`config.mk`:
```
export PLATFORM = sky130hd
export DESIGN_NAME = otter_wb_arbiter
export DESIGN_NICKNAME = d
export VERILOG_FILES = /design/src/rtl/otter_wb_arbiter.sv
export SDC_FILE = /design/constraint.sdc
export NUM_CORES = 1
export LEC_CHECK = 0
export CAP_MARGIN = 5
export CORE_UTILIZATION = 60
export CTS_CLUSTER_DIAMETER = 100
export DETAILED_ROUTE_END_ITERATION = 8
export PLACE_DENSITY = 0.95
export SLEW_MARGIN = 40
export SYNTH_ARGS = -nofsm -noshare
export SYNTH_HDL_FRONTEND = slang
export SYNTH_SLANG_ARGS = --single-unit
```
`constraint.sdc`:
```
create_clock -name CLK -period 17 [get_ports CLK]
set_clock_uncertainty 0.1 [all_clocks]
set_input_delay 3.4 -clock CLK [delete_from_list [all_inputs] [get_ports CLK]]
set_output_delay 3.4 -clock CLK [all_outputs]
set_load 0.01 [all_outputs]
```
`src/rtl/otter_wb_arbiter.sv`:
```
// Purpose: round-robin writeback arbiter feeding the RegisterFile write port from ALU and load FIFOs.
// Latency: a result accepted at edge N appears on EN/WA/WD after edge N+1 when uncontended.
// Backpressure: each source sees READY=0 while its FIFO holds DEPTH entries; a same-cycle pop does not help.
//
// Ports:
//   CLK, RST                          clock, asynchronous active-high reset
//   ALU_VALID/ALU_RD/ALU_DATA/ALU_READY  ALU result handshake
//   MEM_VALID/MEM_RD/MEM_DATA/MEM_READY  load result handshake
//   WA, WD, EN                        registered RegisterFile write port
//   PEND_ADR, PEND_HIT                pending-write query for hazard logic

// Generic in-order FIFO with an MSB key view of every slot for associative lookups.
// Latency: a pushed entry is visible at the head on the cycle after the push edge.
// Backpressure: push_rdy drops when full or in reset; a pop in the same cycle does not raise it.
module otter_wb_fifo #(
    parameter int WIDTH = 37,
    parameter int DEPTH = 2,
    parameter int KEYW  = 5
) (
    input  logic                       clk,
    input  logic                       rst,
    input  logic                       push,
    input  logic [WIDTH-1:0]           push_dat,
    output logic                       push_rdy,
    input  logic                       pop,
    output logic [WIDTH-1:0]           head_dat,
    output logic                       empty,
    output logic [DEPTH-1:0][KEYW-1:0] ent_key,
    output logic [DEPTH-1:0]           ent_vld
);

    localparam int PW = (DEPTH > 1) ? $clog2(DEPTH) : 1;
    localparam int CW = $clog2(DEPTH + 1);

    logic [DEPTH-1:0][WIDTH-1:0] mem;
    logic [PW-1:0]               wr_ptr;
    logic [PW-1:0]               rd_ptr;
    logic [CW-1:0]               count;

    assign push_rdy = (count < CW'(DEPTH)) && !rst;
    assign head_dat = mem[rd_ptr];
    assign empty    = (count == '0);

    // A slot is live when its distance from the read pointer (mod DEPTH) is below the fill count.
    always_comb begin
        ent_key = '0;
        ent_vld = '0;
        for (int i = 0; i < DEPTH; i++) begin
            ent_key[i] = mem[i][WIDTH-1 -: KEYW];
            ent_vld[i] = ({1'b0, (PW'(i) - rd_ptr)} < count);
        end
    end

    always_ff @(posedge clk or posedge rst) begin
        if (rst) begin
            mem    <= '0;
            wr_ptr <= '0;
            rd_ptr <= '0;
            count  <= '0;
        end else begin
            if (push) begin
                mem[wr_ptr] <= push_dat;
                wr_ptr      <= wr_ptr + PW'(1);
            end
            if (pop) begin
                rd_ptr <= rd_ptr + PW'(1);
            end
            case ({push, pop})
                2'b10:   count <= count + CW'(1);
                2'b01:   count <= count - CW'(1);
                default: count <= count;
            endcase
        end
    end

endmodule

module otter_wb_arbiter #(
    parameter int DEPTH = 2
) (
    input  logic        CLK,
    input  logic        RST,
    input  logic        ALU_VALID,
    input  logic [4:0]  ALU_RD,
    input  logic [31:0] ALU_DATA,
    output logic        ALU_READY,
    input  logic        MEM_VALID,
    input  logic [4:0]  MEM_RD,
    input  logic [31:0] MEM_DATA,
    output logic        MEM_READY,
    output logic [4:0]  WA,
    output logic [31:0] WD,
    output logic        EN,
    input  logic [4:0]  PEND_ADR,
    output logic        PEND_HIT
);

    typedef struct packed {
        logic [4:0]  rd;
        logic [31:0] data;
    } wb_t;

    localparam int WBW = $bits(wb_t);

    wb_t                   alu_head;
    wb_t                   mem_head;
    logic [DEPTH-1:0][4:0] alu_key;
    logic [DEPTH-1:0][4:0] mem_key;
    logic [DEPTH-1:0]      alu_key_vld;
    logic [DEPTH-1:0]      mem_key_vld;
    logic                  alu_empty;
    logic                  mem_empty;
    logic                  alu_push;
    logic                  mem_push;
    logic                  grant_alu;
    logic                  grant_mem;
    logic                  prefer_mem;
    logic                  fifo_hit;

    // A handshake with rd=0 completes but is discarded, so x0 is never written.
    assign alu_push = ALU_VALID && ALU_READY && (ALU_RD != 5'd0);
    assign mem_push = MEM_VALID && MEM_READY && (MEM_RD != 5'd0);

    otter_wb_fifo #(.WIDTH(WBW), .DEPTH(DEPTH), .KEYW(5)) u_alu_fifo (
        .clk      (CLK),
        .rst      (RST),
        .push     (alu_push),
        .push_dat ({ALU_RD, ALU_DATA}),
        .push_rdy (ALU_READY),
        .pop      (grant_alu),
        .head_dat (alu_head),
        .empty    (alu_empty),
        .ent_key  (alu_key),
        .ent_vld  (alu_key_vld)
    );

    otter_wb_fifo #(.WIDTH(WBW), .DEPTH(DEPTH), .KEYW(5)) u_mem_fifo (
        .clk      (CLK),
        .rst      (RST),
        .push     (mem_push),
        .push_dat ({MEM_RD, MEM_DATA}),
        .push_rdy (MEM_READY),
        .pop      (grant_mem),
        .head_dat (mem_head),
        .empty    (mem_empty),
        .ent_key  (mem_key),
        .ent_vld  (mem_key_vld)
    );

    // prefer_mem remembers who lost the last grant; it only moves when something is granted.
    always_comb begin
        grant_alu = 1'b0;
        grant_mem = 1'b0;
        if (!alu_empty && !mem_empty) begin
            if (prefer_mem) grant_mem = 1'b1;
            else            grant_alu = 1'b1;
        end else if (!alu_empty) begin
            grant_alu = 1'b1;
        end else if (!mem_empty) begin
            grant_mem = 1'b1;
        end
    end

    always_ff @(posedge CLK or posedge RST) begin
        if (RST) begin
            EN         <= 1'b0;
            WA         <= 5'd0;
            WD         <= 32'd0;
            prefer_mem <= 1'b0;
        end else begin
            EN <= grant_alu || grant_mem;
            if (grant_alu) begin
                WA         <= alu_head.rd;
                WD         <= alu_head.data;
                prefer_mem <= 1'b1;
            end else if (grant_mem) begin
                WA         <= mem_head.rd;
                WD         <= mem_head.data;
                prefer_mem <= 1'b0;
            end
        end
    end

    // Associative search over every live slot of both FIFOs.
    always_comb begin
        fifo_hit = 1'b0;
        for (int i = 0; i < DEPTH; i++) begin
            if (alu_key_vld[i] && (alu_key[i] == PEND_ADR)) fifo_hit = 1'b1;
            if (mem_key_vld[i] && (mem_key[i] == PEND_ADR)) fifo_hit = 1'b1;
        end
    end

    // The output register counts as pending until the RegisterFile has taken it.
    assign PEND_HIT = !RST && (PEND_ADR != 5'd0) &&
                      (fifo_hit || (EN && (WA == PEND_ADR)));

endmodule

```
=== Word level (Yosys, flattened, before mapping) ===
Index checks and enable logic that the tools add are counted.

* Word-level logic and storage cells: 105
* Bits of input ports: 83
* Flip-flop bits (word level): 195
* Output and inout port bits: 41

* Equal/unequal tests: 9
* Mux-type cells: 29
* $add $sub $neg: 12
* Reductions and logical operators: 29
* $lt $le $gt $ge: 12

{| class="wikitable"
|+ Operators with widths
! cell !! number
|-
| two-way mux 37 bit || 6
|-
| bitwise mux 74 bit || 2
|-
| demux 37 bit (select 1 bit) || 2
|-
| two-way mux 32 bit || 2
|-
| == test 5 bit || 5
|-
| logical AND 1 bit || 16
|-
| nonzero test 5 bit || 3
|-
| two-way mux 1 bit || 13
|-
| two-way mux 5 bit || 2
|-
| < comparator 1 x 2 -> 1 bit || 4
|-
| < comparator 1 x 2 -> 1 bit, second input constant || 4
|-
| one-hot mux 2 bit (2 select lines) || 2
|-
| nonzero test 2 bit || 3
|-
| adder 1 bit, second input constant || 4
|-
| adder 2 x 1 -> 2 bit, second input constant || 2
|-
| == test 2 x 1 -> 1 bit, second input constant || 2
|-
| == test 2 bit, second input constant || 2
|-
| zero test 2 bit || 2
|-
| < comparator 2 bit, second input constant || 2
|-
| subtractor 1 bit, first input constant || 4
|-
| subtractor 2 x 1 -> 2 bit, second input constant || 2
|-
| zero test 1 bit || 3
|-
| greater-or-equal comparator 1 bit, second input constant || 2
|-
| logical OR 1 bit || 2
|}

=== Depth between registers and ports, before layout ===
* Depth after elaboration: 9
* Mapped depth: 9

=== By module ===
From an unflattened synthesis, not the netlist that was laid out.

* Cell total of the unflattened synthesis: 677
* Area, all modules: 9372.7 um2

{| class="wikitable"
|+ By module, submodules not included
! module !! times used !! seq. area each (um2) !! area an instance (um2) !! cells each
|-
| otter_wb_fifo || 2 || 1951.9 || 3494.6 || 225
|-
| otter_wb_arbiter || 1 || 975.9 || 2383.5 || 227
|}

=== Least setup slack after synthesis ===
Ideal clock, no wire load.

* Path kind: input port to output port
* From: input PEND_ADR[2]
* To: output PEND_HIT
* Slack: 8.961 ns
* Stages on the path: 5
* Arrival: 4.539 ns
* Path buffers: 1
* Cell sequence: clkbuf_1 xor2_1 or4_1 o22ai_1 o31a_1

* Word-level cells in the longest chain between the ends: 8
* Elaborated cells on any way between the ends: 18
* Classes of those cells: 5 x eq/ne; 4 x mux; 9 x reduce/logical

{| class="wikitable"
|+ RTL lines
! what !! line !! source
|-
| start: declaration || 94 || <nowiki>input logic [4:0] PEND_ADR,</nowiki>
|-
| == test 5 bit || 188 || <nowiki>if (alu_key_vld[i] && (alu_key[i] == PEND_ADR)) fifo_hit = 1'b1;</nowiki>
|-
| logical AND 1 bit || 188 ||
|-
| two-way mux 1 bit || 188 ||
|-
| two-way mux 1 bit || 189 || <nowiki>if (mem_key_vld[i] && (mem_key[i] == PEND_ADR)) fifo_hit = 1'b1;</nowiki>
|-
| two-way mux 1 bit || 188 ||
|-
| two-way mux 1 bit || 189 ||
|-
| logical OR 1 bit || 195 || <nowiki>(fifo_hit || (EN && (WA == PEND_ADR)));</nowiki>
|-
| logical AND 1 bit * || 194 || <nowiki>assign PEND_HIT = !RST && (PEND_ADR != 5'd0) &&</nowiki>
|-
| end: declaration || 95 || <nowiki>output logic PEND_HIT</nowiki>
|}

Mark *: on every way between the ends. The rest lies on a longest branch, timed or not.

=== Worst setup path after layout ===
Ends and elaborated chain as after synthesis.

==> results_dict.tcl <==
set metrics [dict create \
    die_x_um 126 \
    grt_util_all_layers_pct 28.8 \
    htree_num_levels 4 \
    drc 0 \
    timing.slew.headroom_pct 46.1 \
    ios 124 \
    tns_ps 0 \
    antenna_found_initial 0 \
    worst_slew_pin_slew_ps 807 \
    vias 6145 \
    netlist.area_leader.share_pct 53.0 \
    clk_path_buf_depth 2 \
    finish.utilization_pct 75.1 \
    routedWlPerCell_um 21.8 \
    grt.overflow.total 0 \
    cp_max_fo 6 \
    seq_area_frac_synth_pct 53.0 \
    nNetsFinal 880 \
    met2_usage_pct 47.7 \
    worstHoldPathType "flip-flop to flip-flop" \
    synth_cells 685 \
    nFillCells 910 \
    synth_nets 770 \
    grt_use_met1_pct 36.3 \
    hold_viol 0 \
    period_share_pct 53.2 \
    cts_resized 0 \
    ir_worst_vdd_uv 109 \
    antenna_cells 0 \
    crit_top_cell "clkdlybuf4s50_1" \
    io_buffer_count 123 \
    worstHoldStart "u_mem_fifo.mem[48]" \
    met3_usage_pct 6.58 \
    dpl.hpwl_mm 13.6 \
    synth_largest_area_cell "dfrtp_1" \
    fin_cells 991 \
    dp_cells 960 \
    cp_data_required_time_ps 13500 \
    cts_tree "yes" \
    post_cts_buffers 0 \
    synth.avg_cell_area_um2 13.4 \
    drt_wl_total_mm 21.6 \
    worst_path_max_delay_cell "clkdlybuf4s50_1" \
    clk_latency_ps 440 \
    busiest_layer "met2" \
    cts_hold_buf 0 \
    ff2ff_path_depth 5 \
    die_y_um 126 \
    grt_pass1_vias 6665 \
    whs_path_depth 1 \
    status "finished clean" \
    dr.pass1.iters 5 \
    drv_cap 0 \
    start_util_pct 62.4 \
    start_kind "primary input" \
    via_per_inst 6.20 \
    fin_crit_ps 9040 \
    synth.area.top_cells "dfrtp_1 (53%), mux2_2 (16%), mux2_4 (9.1%)" \
    ys_ff_latch 195 \
    fp.coreArea_mm2 0.0148 \
    cts_buffers 17 \
    die-area_mm2 0.0158 \
    grt_max_degree 127 \
    clock-root-buffer "clkbuf_16" \
    cp-end-kind "primary output" \
    reg2reg_slack_ps 14210 \
    drive_above_1_share_pct 29.5 \
    grt_first_pass_wirelength_mm 35.0 \
    slew_viol_final 0 \
    path_clk_slew_ps 70 \
    hold-path-endpoint "u_mem_fifo.mem[48]" \
    synth_cell_types 31 \
    fmax_mhz 111 \
    setup_viol 0 \
    cts_sinks 195 \
    crit_arrival_ps 5540 \
    power_density_mw_per_mm2 207 \
    synth_area_mm2 0.00920 \
    gp_congestion 0.858 \
    areaGrowthSynthToFinish_pct 20.4 \
    ant_nets 0 \
    synth_warnings 0 \
    holdWs_ps 407 \
    rsz0062_at_grt "no" \
    rows 44 \
    reg2reg_from "u_alu_fifo.count[1]" \
    crit_path_max_incr_delay_ps 570 \
    crit_chain "clkdlybuf4s50_1 -> xor2_1 -> or4_1 -> o22ai_1 -> o31a_1 -> clkdlybuf4s50_1" \
    worst_r2r_endpoint "u_alu_fifo.ent_key[4]" \
    dr.first_iter.drc_count 451 \
    p_leak_nw 4.78 \
    crit_type "primary input to primary output" \
]
==> placed cells by master, fill, tap and decap left out, types with 2 or more instances in the layout <==
master / count
mux2i_1: 41
o21ai_0: 36
nor3_1: 2
nor2_4: 3
or4_1: 2
buf_4: 8
mux2_2: 127
or2_2: 2
xor2_1: 11
o22ai_1: 37
nor2b_1: 2
nand4_1: 2
clkbuf_8: 2
buf_6: 2
a21oi_1: 39
o2111ai_4: 2
or4_4: 2
clkbuf_16: 17
xnor2_1: 24
inv_6: 2
mux2_1: 2
clkinv_2: 4
o211ai_4: 2
nand2_1: 39
clkdlybuf4s50_1: 123
dfrtp_1: 193
dfrtp_2: 2
nor2_1: 7
ha_1: 2
clkbuf_1: 4
mux2_4: 56
==> worst max-delay path by stage <==
stage	start	to	slack (ps)
after floorplan	RST	EN	8190
after global placement	PEND_ADR[4]	PEND_HIT	7980
after detailed placement	PEND_ADR[4]	PEND_HIT	7980
after CTS	PEND_ADR[4]	PEND_HIT	7970
after global routing	PEND_ADR[2]	PEND_HIT	7890
final	PEND_ADR[2]	PEND_HIT	7960
==> routing by layer <==
metal / share of wire [%] / vias to the layer above / wire (um)
met5: 0 / - / 0
met4: 2.6 / 0 / 571
met3: 7.0 / 47 / 1510
met2: 49 / 260 / 10700
met1: 41 / 3144 / 8810
li1: - / 2694 / -
==> kinds of logic (layout without fill, tap and decap cells) <==
group           Yosys count  in the layout  synth area share [%]
compound gates          120            120                  7.97
buf+inv                  46            168                  2.94
simple gates             61             61                  3.09
xor+xnor                 35             35                  3.33
flops                   195            195                  53.0
mux                     226            226                  29.4
fa+ha+maj                 2              2                 0.272
==> worst max-delay path, delay by kind of cell <==
| kind | cells | cell delay, ps |
|---|---|---|
| AO/OA/AOI/OAI | 2 | 290 |
| XOR/XNOR | 1 | 210 |
| buffers and inverters | 2 | 1120 |
| AND/OR/NAND/NOR | 1 | 520 |
==> synth_stat cells <==
| master | count |
|---|---|
| buf_6 | 12 |
| dfrtp_1 | 195 |
| nor2_1 | 8 |
| a21oi_1 | 39 |
| buf_1 | 4 |
| a21oi_2 | 1 |
| o2111ai_4 | 2 |
| mux2_1 | 2 |
| inv_1 | 2 |
| or4_1 | 2 |
| nor2b_1 | 2 |
| ha_1 | 2 |
| or4_4 | 2 |
| nor2_4 | 2 |
| clkbuf_1 | 22 |
| o21ai_1 | 1 |
| o31a_1 | 1 |
| o22ai_1 | 37 |
| buf_2 | 6 |
| o211ai_4 | 2 |
| o2111ai_1 | 1 |
| or2_2 | 2 |
| nor3_1 | 2 |
| xnor2_1 | 24 |
| nand4_1 | 2 |
| nand2_1 | 39 |
| xor2_1 | 11 |
| o21ai_0 | 36 |
| mux2_2 | 127 |
| mux2i_1 | 41 |
| mux2_4 | 56 |
==> through the flow <==
step / worst slack [ps] / cell area, um2 / total power, mW
floorplan: 8190 / 9200 / 1.57
global placement: 7980 / 10500 / 1.82
detailed placement: 7980 / 10600 / 1.91
CTS: 7970 / 11100 / 2.29
global route: 7890 / 11100 / 2.43
finish: 7960 / 11100 / 2.29
==> power breakdown <==
group,internal [mW],total (mW),switching [mW]
sequential,0.710,0.879,0.169
clock,0.194,0.363,0.169
combinational,0.565,1.05,0.487
total,1.47,2.29,0.825
==> area by class of cell <==
class,instances,area (um2),share of cell area [%]
Timing Repair Buffer,135,1360,12.2
Clock buffer,23,468,4.22
Tap cell,184,230,2.08
Inverter,2,20.0,0.181
Multi-Input combinational cell,444,4070,36.7
Sequential cell,195,4880,44.1
Clock inverter,8,53.8,0.485
==> sequential cells by signal, indices dropped and copies added, names as in the netlist, 2 cells and up <==
register and count:
WA 5, WD 32, u_alu_fifo.count 2, u_alu_fifo.ent_key 10, u_alu_fifo.mem 64, u_mem_fifo.count 2
u_mem_fifo.ent_key 10, u_mem_fifo.mem 64
No activity file was read; power rests on OpenSTA's default activity.
